## config.mk

```make
export PLATFORM = sky130hd
export DESIGN_NAME = pc_jump_sequencer_flat
export DESIGN_NICKNAME = d
export VERILOG_FILES = /design/src/rtl/pc_jump_sequencer_if.sv /design/src/rtl/pc_jump_sequencer.sv /design/src/flat_wrapper.sv
export SDC_FILE = /design/constraint.sdc
export NUM_CORES = 1
export LEC_CHECK = 0
export ABC_AREA = 0
export BUFFER_PORTS_ARGS = -buffer_cell sky130_fd_sc_hd__buf_2
export CAP_MARGIN = 30
export CORE_MARGIN = 2
export CORE_UTILIZATION = 40
export DETAILED_ROUTE_END_ITERATION = 8
export PLACE_DENSITY = 0.79
export SYNTH_ARGS = -nofsm -noshare
export SYNTH_HDL_FRONTEND = slang
export SYNTH_SLANG_ARGS = --single-unit
```

## constraint.sdc

```tcl
create_clock -name clk -period 1.21 [get_ports clk]
set_input_delay 0.0605 -clock clk [delete_from_list [all_inputs] [get_ports clk]]
set_output_delay 0.0605 -clock clk [all_outputs]
set_load 0.02 [all_outputs]
```

## src/rtl/pc_jump_sequencer_if.sv

```systemverilog
// Jump request channel between the jump-decision logic (master) and the
// program counter sequencer (slave).
// Optional macro PC_RETURN_STACK_EN adds the call/return qualifiers.
//
// Handshake: the master raises jump_req with a stable jump_target (and
// call/ret qualifiers) and holds them until it samples jump_ack=1 on a
// clock edge; jump_ack is combinational and is high only in the cycle the
// slave takes the request, so a request still high afterwards is not
// accepted a second time.
interface pc_jump_sequencer_if #(
    parameter int PC_WIDTH = 8
);
    logic                jump_req;
    logic [PC_WIDTH-1:0] jump_target;
    logic                jump_ack;
`ifdef PC_RETURN_STACK_EN
    logic                jump_call;
    logic                jump_ret;

    modport master (output jump_req, output jump_target, output jump_call,
                    output jump_ret, input jump_ack);
    modport slave  (input jump_req, input jump_target, input jump_call,
                    input jump_ret, output jump_ack);
`else
    modport master (output jump_req, output jump_target, input jump_ack);
    modport slave  (input jump_req, input jump_target, output jump_ack);
`endif
endinterface

```

## src/rtl/pc_jump_sequencer.sv

```systemverilog
// Program counter sequencer: advances the fetch address, takes jumps from
// the jump-decision logic with a one-cycle flush bubble, and supports
// halt/resume. state_dbg exposes the FSM state.
// Optional macro PC_RETURN_STACK_EN adds a circular return address stack
// (call pushes pc+STEP, ret pops the target) and a sticky ras_err flag.
module pc_jump_sequencer #(
    parameter int                  PC_WIDTH  = 8,
    parameter logic [PC_WIDTH-1:0] RESET_PC  = '0,
    parameter int                  STEP      = 1,
    parameter int                  RAS_DEPTH = 4
) (
    input  logic                clk,
    input  logic                reset,
    input  logic                en,
    input  logic                halt,
    input  logic                resume,
    pc_jump_sequencer_if.slave  jif,
    output logic [PC_WIDTH-1:0] pc,
    output logic                pc_valid,
`ifdef PC_RETURN_STACK_EN
    output logic                ras_err,
`endif
    output logic [1:0]          state_dbg
);
    typedef enum logic [1:0] {
        ST_RUN    = 2'd0,
        ST_FLUSH  = 2'd1,
        ST_HALTED = 2'd2
    } state_t;

    localparam logic [PC_WIDTH-1:0] STEP_W = PC_WIDTH'(STEP);

    state_t              state_q, state_d;
    logic [PC_WIDTH-1:0] pc_q, pc_d;
    logic [PC_WIDTH-1:0] jump_dest;
    logic                accept;

`ifdef PC_RETURN_STACK_EN
    localparam int PW = $clog2(RAS_DEPTH);
    localparam int CW = $clog2(RAS_DEPTH + 1);

    // ptr_q points at the top entry; cnt_q counts live entries (saturates,
    // so a push onto a full stack silently replaces the oldest slot).
    logic [PC_WIDTH-1:0] ras_q [RAS_DEPTH];
    logic [PW-1:0]       ptr_q, ptr_d, ptr_pop;
    logic [CW-1:0]       cnt_q, cnt_d, cnt_pop;
    logic                err_q, err_d;
    logic                push;
    logic                do_ret, do_call;

    assign do_ret  = accept && jif.jump_ret;
    assign do_call = accept && jif.jump_call;

    // Return redirects to the stacked address; an empty stack falls back to RESET_PC.
    always_comb begin
        jump_dest = jif.jump_target;
        if (jif.jump_ret) begin
            jump_dest = (cnt_q != '0) ? ras_q[ptr_q] : RESET_PC;
        end
    end

    // Stack pointer update: pop first, then push, so call+ret replaces the top.
    always_comb begin
        ptr_pop = ptr_q;
        cnt_pop = cnt_q;
        err_d   = err_q;
        push    = 1'b0;
        if (do_ret) begin
            if (cnt_q != '0) begin
                ptr_pop = ptr_q - PW'(1);
                cnt_pop = cnt_q - CW'(1);
            end else begin
                err_d = 1'b1;
            end
        end
        ptr_d = ptr_pop;
        cnt_d = cnt_pop;
        if (do_call) begin
            push  = 1'b1;
            ptr_d = ptr_pop + PW'(1);
            cnt_d = (cnt_pop == CW'(RAS_DEPTH)) ? cnt_pop : cnt_pop + CW'(1);
        end
    end

    // Stack storage, pointer, count and sticky error flag.
    always_ff @(posedge clk or posedge reset) begin
        if (reset) begin
            ptr_q <= '0;
            cnt_q <= '0;
            err_q <= 1'b0;
            for (int i = 0; i < RAS_DEPTH; i++) begin
                ras_q[i] <= '0;
            end
        end else begin
            ptr_q <= ptr_d;
            cnt_q <= cnt_d;
            err_q <= err_d;
            if (push) begin
                ras_q[ptr_d] <= pc_q + STEP_W;
            end
        end
    end

    assign ras_err = err_q;
`else
    assign jump_dest = jif.jump_target;
`endif

    // Next state / next pc: in RUN, halt beats jump beats advance.
    always_comb begin
        state_d = state_q;
        pc_d    = pc_q;
        accept  = 1'b0;
        case (state_q)
            ST_RUN: begin
                if (halt) begin
                    state_d = ST_HALTED;
                end else if (jif.jump_req) begin
                    accept  = 1'b1;
                    pc_d    = jump_dest;
                    state_d = ST_FLUSH;
                end else if (en) begin
                    pc_d = pc_q + STEP_W;
                end
            end
            ST_FLUSH: begin
                state_d = halt ? ST_HALTED : ST_RUN;
            end
            ST_HALTED: begin
                if (resume && !halt) begin
                    state_d = ST_RUN;
                end
            end
            default: begin
                state_d = ST_FLUSH;
            end
        endcase
    end

    // State and pc registers; reset parks in FLUSH so the first cycle is a bubble.
    always_ff @(posedge clk or posedge reset) begin
        if (reset) begin
            state_q <= ST_FLUSH;
            pc_q    <= RESET_PC;
        end else begin
            state_q <= state_d;
            pc_q    <= pc_d;
        end
    end

    assign jif.jump_ack = accept;
    assign pc           = pc_q;
    assign pc_valid     = (state_q == ST_RUN);
    assign state_dbg    = state_q;

endmodule

```

## src/flat_wrapper.sv

```systemverilog
// flat-port wrapper written by rule: the top's interface ports become plain ports
module pc_jump_sequencer_flat 
#(
    parameter int                  PC_WIDTH  = 8,
    parameter logic [PC_WIDTH-1:0] RESET_PC  = '0,
    parameter int                  STEP      = 1,
    parameter int                  RAS_DEPTH = 4
)
  (clk, reset, en, halt, resume, pc, pc_valid, state_dbg, jif_jump_req, jif_jump_target, jif_jump_ack);
  pc_jump_sequencer_if #(.PC_WIDTH(PC_WIDTH)) jif_i ();
  input  logic clk;
  input  logic reset;
  input  logic en;
  input  logic halt;
  input  logic resume;
  output logic [PC_WIDTH-1:0] pc;
  output logic pc_valid;
  output logic [1:0] state_dbg;
  input wire logic [$bits(jif_i.jump_req)-1:0] jif_jump_req;
  input wire logic [$bits(jif_i.jump_target)-1:0] jif_jump_target;
  output wire logic [$bits(jif_i.jump_ack)-1:0] jif_jump_ack;
  assign jif_i.jump_req = jif_jump_req;
  assign jif_i.jump_target = jif_jump_target;
  assign jif_jump_ack = jif_i.jump_ack;
  pc_jump_sequencer #(.PC_WIDTH(PC_WIDTH), .RESET_PC(RESET_PC), .STEP(STEP), .RAS_DEPTH(RAS_DEPTH)) u_core (.clk(clk), .reset(reset), .en(en), .halt(halt), .resume(resume), .jif(jif_i), .pc(pc), .pc_valid(pc_valid), .state_dbg(state_dbg));
endmodule
```

After elaboration in Yosys (flattened, before gate mapping)
Cells that the tools add are included.
{"block": "totals", "register_bits": 10, "inputBits": 14}
{"block": "classes", "n_eq_ne": 4, "reduce_logical": 6, "n_addsub": 1, "muxes": 10, "n_bitwise": 1}
{"op": "$mux 8", "count": 2}
{"op": "$add 8x1->8 const B", "count": 1}
{"op": "$mux 2", "count": 4}
{"op": "$pmux 2 s3", "count": 1}
{"op": "$mux 1", "count": 3}
{"op": "$ne 3x2->1 const B", "count": 1}
{"op": "$reduce_and 3->1", "count": 1}
{"op": "$eq 2x1->1 const B", "count": 1}
{"op": "$eq 2x2->1 const B", "count": 1}
{"op": "$logic_not 2->1", "count": 1}
{"op": "$ne 2x1->1 const B", "count": 1}
{"op": "$reduce_and 2->1", "count": 1}
{"op": "$reduce_bool 2->1", "count": 1}
{"op": "$logic_and 1x1->1", "count": 1}
{"op": "$logic_not 1->1", "count": 1}
{"op": "$not 1->1", "count": 1}

Longest topological paths before layout
Gate-level depths: netlist of run 1.
{"block": "logic_depth", "word_depth": 4, "ltp_mapped": 5, "depth_no_buf": 5}

Least setup slack after synthesis of run 1
Ideal clock, no wire load.
{"block": "synth_timing", "path_kind": "reg-to-reg", "startpoint": "register u_core.state_q[1] (netlist: u_core.state_dbg[1])", "endpoint": "register u_core.pc_q[7] (netlist: u_core.pc[7])", "path_stages_with_launch": 5, "arrival_ns": 1.409, "n_path_buf": 0, "required_time_ns": 1.085, "setup_slack_ns": -0.324, "cell_sequence": "dfrtp_1 nor3_4 and2_1 nor2b_1 a211oi_2"}
{"block": "synth_via", "elab_chain_len": 2}
{"item": "start: declaration", "line": "pc_jump_sequencer.sv:33", "text": "state_t state_q, state_d;"}
{"item": "start signal: assignment", "line": "pc_jump_sequencer.sv:146", "text": "state_q <= state_d;"}
{"item": "$logic_not 2->1", "line": "pc_jump_sequencer.sv:114", "text": "case (state_q)"}
{"item": "$reduce_and 3->1 (no source line)"}
{"item": "end signal: assignment", "line": "pc_jump_sequencer.sv:147", "text": "pc_q <= pc_d;"}
{"item": "end: declaration", "line": "pc_jump_sequencer.sv:34", "text": "logic [PC_WIDTH-1:0] pc_q, pc_d;"}
No other way between the ends.
A chain may end at the register's enable or synchronous reset.

Worst setup path in the final report of run 1
{"block": "layout_timing", "startpoint": "register u_core.state_q[0] (netlist: u_core.state_dbg[0])", "endpoint": "register u_core.pc_q[0] (netlist: u_core.pc[0])"}
Same word-level chain as after synthesis.

==> results.py, run 1 <==
metrics = {
    "synth": {
        "ys.flop_type": "dfrtp_1",
        "postSynthAreaPerCell_um2": 9.31,
        "synthArstFlopShare_pct": 100,
        "netlist_top_cells_area": "dfrtp_1 37%, a21oi_1 6.5%, o21ai_0 4.9%",
        "synth_cells": 66,
        "synth_xor_area_share_pct": 0,
        "synth_nets": 81,
        "synthAdderAreaFrac_pct": 2.04,
        "ys_seq_area_share_pct": 40.9,
        "yosysMostFrequentCell": "dfrtp_1",
        "synth-simple-area-share_pct": 22.4,
        "synth_commonest_cells": "9 x dfrtp_1, 8 x a21oi_1, 6 x o21ai_0",
        "synth_seq_cells": 10,
        "yosys.area.top_type": "dfrtp_1",
        "synth_edf_count": 0,
        "synth.area.mux_share_pct": 3.26,
        "ys_warn_count": 0,
        "synthesis.area_um2": 614,
        "synth_top_family_by_area": "compound AO/OA/AOI/OAI gates",
        "synth_compound_area_share_pct": 27.9,
        "yosysTopAreaCellShare_pct": 36.7,
        "yosysUniqueCellTypes": 31,
    },
    "worst_setup_path": {
        "cp_max_fo": 7,
        "reg2reg_depth": 4,
        "r2r-end": "u_core.pc[0]",
        "critical_path_class": "reg2reg",
        "path_buf_inv": 1,
        "slowest_stage": "dfstp_2",
        "cpPeakStageDelay_ps": 560,
        "cpLargestDelayFamily": "flip-flops",
        "cp.required_ps": 1370,
        "arrival_ps": 1450,
        "crit_path_cell_trace": "nor3_4, buf_12, and3_4, a211o_1",
        "crit-reg2reg-launch": "u_core.state_dbg[0]",
        "r2r_slack_ps": -70,
        "cp-startpoint": "u_core.state_dbg[0]",
        "cp-end-kind": "flop",
        "startpoint_type": "flop",
    },
    "routing": {
        "vias_per_cell": 5.38,
        "wirelength_um": 1770,
        "wl_per_cell_um": 14.3,
        "ant_nets": 0,
        "first_pass_iters": 2,
        "drc": 0,
        "drt_iter0_markers": 8,
        "dr_total_vias": 667,
    },
    "timing": {
        "fin_ws_ps": -73.3,
        "rsz0062_at_grt": "yes",
        "period_share_pct": 106,
        "fin_crit_ps": 1280,
        "totalNegativeSetupSlack_ps": -160,
        "tightest_slew_ps": 440,
        "hold_violations": 0,
        "setup_violations": 4,
        "finalMaxSlewViolations": 0,
        "fin_worst_skew_ps": 3.25,
        "relSlewSlack_pct": 70.6,
        "fmax_ghz": 0.779,
    },
    "clock_tree": {
        "clockRootBuffer": "clkbuf_4",
        "cts_sinks": 10,
        "cts_max_level": 1,
        "cts_tree": "done",
        "insertion_delay_ps": 270,
        "path_clk_slew_ps": 80,
        "cts_buffers": 3,
        "clock_path_buffers": 2,
    },
    "grt": {
        "grt_usage_pct": 20.2,
        "gr-usage-met3_pct": 7.66,
        "gr-usage-met1_pct": 26.3,
        "grtUsageMet2_pct": 30.1,
        "grt_first_pass_wirelength_um": 2720,
        "gr-total-overflow": 0,
        "grt_pass1_vias": 610,
        "grt.busiest_layer": "met2",
        "antenna_found_initial": 0,
        "grt_max_degree": 23,
    },
    "run_status": {
        "outcome": "finished with violations",
        "violations": "negative setup slack",
    },
    "place": {
        "dp_hpwl_um": 1130,
        "numPlacedInstances": 115,
        "place_ws_ps": -61.5,
        "gp_congestion": 0.803,
        "io_buffer_count": 25,
    },
    "floorplanning": {
        "die_y_um": 43.2,
        "start_util_pct": 41.8,
        "rows": 14,
        "core_area_um2": 1470,
        "dieWidth_um": 43.2,
        "die_area_um2": 1870,
        "boundaryPins": 26,
    },
    "min_path": {
        "worst_hold_path_type": "in2reg",
        "hold_depth": 3,
        "hold_end": "u_core.pc[4]",
        "hp-start": "jif_jump_target[4]",
    },
    "pwr": {
        "total_power_mw": 2.04,
        "vdd_ir_drop_max_uv": 1360,
        "power_density_nw_per_um2": 2040,
        "leakagePower_nw": 0.453,
    },
    "final_layout": {
        "num_antenna_cells": 0,
        "final_util_pct": 68.2,
        "syn_to_final_growth_pct": 63.3,
        "nets": 124,
        "layout.cells.non_filler": 124,
        "drive_gt1_share_pct": 60.2,
    },
    "job": {
        "drv_cap": 0,
    },
}
==> where the power goes <==
part	total (mW)	switching (mW)	internal, mW
clock	0.324	0.141	0.183
combinational	1.08	0.532	0.549
sequential	0.638	0.162	0.476
==> worst reg2reg max path, delay by kind of cell, from the launching register on <==
family                 cells  cell delay (ps)
and+or+nand+nor            2              220
buffers and inverters      1              130
DFF                        1              560
AOI/OAI and AO/OA          1              260
==> per-stage QoR <==
step | area (um^2) | hold WS [ps]
3_5_place_dp | 845 | 61.4
5_1_grt | 1000 | 67.1
4_1_cts | 952 | 62.1
2_1_floorplan | 634 | -100
6_report | 1000 | 67.1
3_3_place_gp | 845 | 56.1
==> routing by layer <==
metal  wire length, um  vias to the layer above
li1                  -                      336
met1               791                      304
met2               844                       23
met3                94                        4
met4                41                        0
met5                 0                        -
==> worst max-delay path by stage <==
stage,slack (ps),to,cells after the start
floorplan,-90,u_core.pc[7],4
global placement,-60,u_core.pc[7],4
detailed placement,-60,u_core.pc[6],4
CTS,-80,jif_jump_ack,3
global route,-100,u_core.pc[5],5
finish,-70,u_core.pc[0],4
==> cell type report <==
cell class              instances  area [um^2]
well taps                      16         20.0
inverters                       3         11.3
repair buffers                 39          274
fillers                       126          468
multi-input cells              52          403
flip-flops and latches         10          259
clock buffers                   4         36.3
==> logic make-up (layout without fill, tap and decap cells) <==
kind of cell / after synthesis / after routing
flops: 10 / 10
compound gates: 25 / 26
simple gates: 23 / 23
buf+inv: 5 / 46
fa+ha+maj: 1 / 1
mux: 2 / 2
==> registers in the layout (all words and copies together) (netlist names) <==
| signal | flops |
|---|---|
| u_core.pc | 8 |
| u_core.state_dbg | 2 |
==> layout by cell type (no fill, tap or decap), types with 2 or more instances in the layout <==
cell	n
buf_4	11
nor3_1	3
a21oi_2	2
buf_6	5
clkbuf_4	3
dfrtp_1	3
dfrtp_2	6
a22o_1	2
buf_2	21
nand2_1	3
inv_1	3
mux2i_1	2
a21oi_1	6
nor2_1	4
o21ai_1	5
==> repair_timing <==
action | 4_1_cts | 5_1_grt
pin swaps | 6 | 8
endpoints found under the hold margin | 9 | 0
gates cloned | 1 | 0
setup buffers | 3 | 0
hold buffers | 1 | 0
gates resized for setup | 8 | 14
setup endpoints to repair | 6 | 12
(Power assumes the default switching activity.)
==> run 2, diff against run 1 <==
CELL_PAD_IN_SITES_DETAIL_PLACEMENT = 1   (was default)
CELL_PAD_IN_SITES_GLOBAL_PLACEMENT = 2   (was default)
CORE_UTILIZATION = 23   (was 40)
PLACE_DENSITY = 0.8   (was 0.79)
==> results.py, run 2 (same netlist as run 1, synthesis figures left out) <==
metrics = {
    "run_status": {
        "outcome": "finished with violations",
        "violations": "negative setup slack",
    },
    "floorplanning": {
        "die_y_um": 55.7,
        "rows": 18,
        "start_util_pct": 24.6,
        "dieWidth_um": 55.7,
        "boundaryPins": 26,
        "die_area_um2": 3100,
        "core_area_um2": 2500,
    },
    "pwr": {
        "leakagePower_nw": 0.535,
        "vdd_ir_drop_max_uv": 889,
        "power_density_nw_per_um2": 1940,
    },
    "clock_tree": {
        "clockRootBuffer": "clkbuf_4",
        "cts_sinks": 10,
        "cts_max_level": 1,
        "path_clk_slew_ps": 80,
        "clock_path_buffers": 2,
        "insertion_delay_ps": 280,
        "cts_tree": "done",
        "cts_buffers": 3,
    },
    "min_path": {
        "hp-start": "jif_jump_target[1]",
        "worst_hold_path_type": "in2reg",
        "hold_depth": 3,
        "hold_end": "u_core.pc[1]",
    },
    "final_layout": {
        "drive_gt1_share_pct": 73.3,
        "syn_to_final_growth_pct": 91.6,
        "fillers": 299,
        "nets": 136,
        "num_antenna_cells": 0,
        "layout.cells.non_filler": 150,
        "multiInputGateArea_um2": 469,
        "largest_reg_flops": 8,
        "register_area_um2": 259,
        "layout_commonest_cell": "buf_2",
        "most-common-layout-cells": "22 x buf_2, 19 x buf_4, 9 x buf_6",
    },
    "worst_setup_path": {
        "critical_path_class": "reg2reg",
        "reg2reg_depth": 4,
        "startpoint_type": "flop",
        "arrival_ps": 1470,
        "r2r-end": "u_core.pc[0]",
        "r2r_slack_ps": -100,
        "cp-startpoint": "u_core.state_dbg[0]",
        "cp_max_fo": 4,
        "crit-reg2reg-launch": "u_core.state_dbg[0]",
        "cp-end-kind": "flop",
        "cp.required_ps": 1370,
    },
    "routing": {
        "first_pass_iters": 3,
        "wirelength_um": 2480,
        "wl_per_cell_um": 16.6,
        "wl_met1_um": 1050,
        "wl_met3_um": 54,
        "vias_per_cell": 4.94,
        "top_layer": "met4",
        "ant_nets": 0,
        "dr_total_vias": 741,
        "drc": 0,
        "wl_met2_um": 1340,
        "drt_iter0_markers": 19,
    },
    "timing": {
        "fmax_ghz": 0.765,
        "fin_crit_ps": 1310,
        "hold_violations": 0,
        "relSlewSlack_pct": 69.0,
        "fin_ws_ps": -96.5,
        "tightest_slew_ps": 465,
        "rsz0062_at_grt": "yes",
        "fin_worst_skew_ps": 0.360,
        "period_share_pct": 108,
        "finalMaxSlewViolations": 0,
        "setup_violations": 8,
    },
    "place": {
        "numPlacedInstances": 132,
        "place_ws_ps": -152,
        "io_buffer_count": 25,
        "dp_hpwl_um": 1500,
        "gp_congestion": 0.739,
    },
    "grt": {
        "gr-total-overflow": 0,
        "grt_first_pass_wirelength_um": 3840,
        "grt_max_degree": 16,
        "antenna_found_initial": 0,
        "grt_pass1_vias": 809,
        "grt_usage_pct": 15.9,
    },
    "job": {
        "drv_cap": 0,
    },
}
[run 2: worst max-delay path by stage]
| stage | slack [ps] | depth (start not counted) | end |
|---|---|---|---|
| after floorplan | -90 | 4 | u_core.pc[7] |
| after global placement | -120 | 4 | u_core.pc[7] |
| after detailed placement | -150 | 5 | u_core.pc[6] |
| after CTS | -120 | 3 | jif_jump_ack |
| after global routing | -150 | 5 | u_core.pc[0] |
| final | -100 | 4 | u_core.pc[0] |
[run 2: critical path: stages, from the launching register on]
cell	delay, ps
dfstp_2	570
nor3_4	60
buf_4	140
and3_2	200
a211o_1	220
[run 2: metal layers]
layer / up-vias / GRT usage (%)
met2: 14 / 27.9
li1: 359 / -
met3: 4 / 1.40
met1: 364 / 19.0
met5: - / 0
met4: 0 / 8.36
[run 2: metrics by stage]
step	utilization [%]	area (um^2)	hold slack [ps]	power, mW	TNS, ps
2_1_floorplan	-	634	-100	1.07	-250
3_3_place_gp	35.4	885	71.1	1.49	-208
3_5_place_dp	35.4	885	79.4	1.52	-394
4_1_cts	43.3	1080	68.8	2.08	-424
5_1_grt	47.1	1180	76.7	2.44	-747
6_report	47.1	1180	70.7	2.28	-350
[run 2: cell type report]
cell class,instances,share of cell area (%)
inverter,3,0.956
timing repair buffer,51,30.9
clock buffer,4,3.08
tap,30,3.19
sequential,10,22.0
multi-input combinational,52,39.9
[run 2: report_power, final]
| part | leakage [nW] | switching (mW) | internal [mW] |
|---|---|---|---|
| sequential | 0.110 | 0.159 | 0.476 |
| combinational | 0.404 | 0.639 | 0.686 |
| clock | 0.0210 | 0.142 | 0.183 |
[run 2: timing repair]
item,CTS,global route
setup buffers,9,3
gates resized for setup,22,18
pin swaps,13,8
hold endpoints to repair,9,0
hold buffers,1,0
gates cloned,1,0
endpoints found under the setup margin,9,10
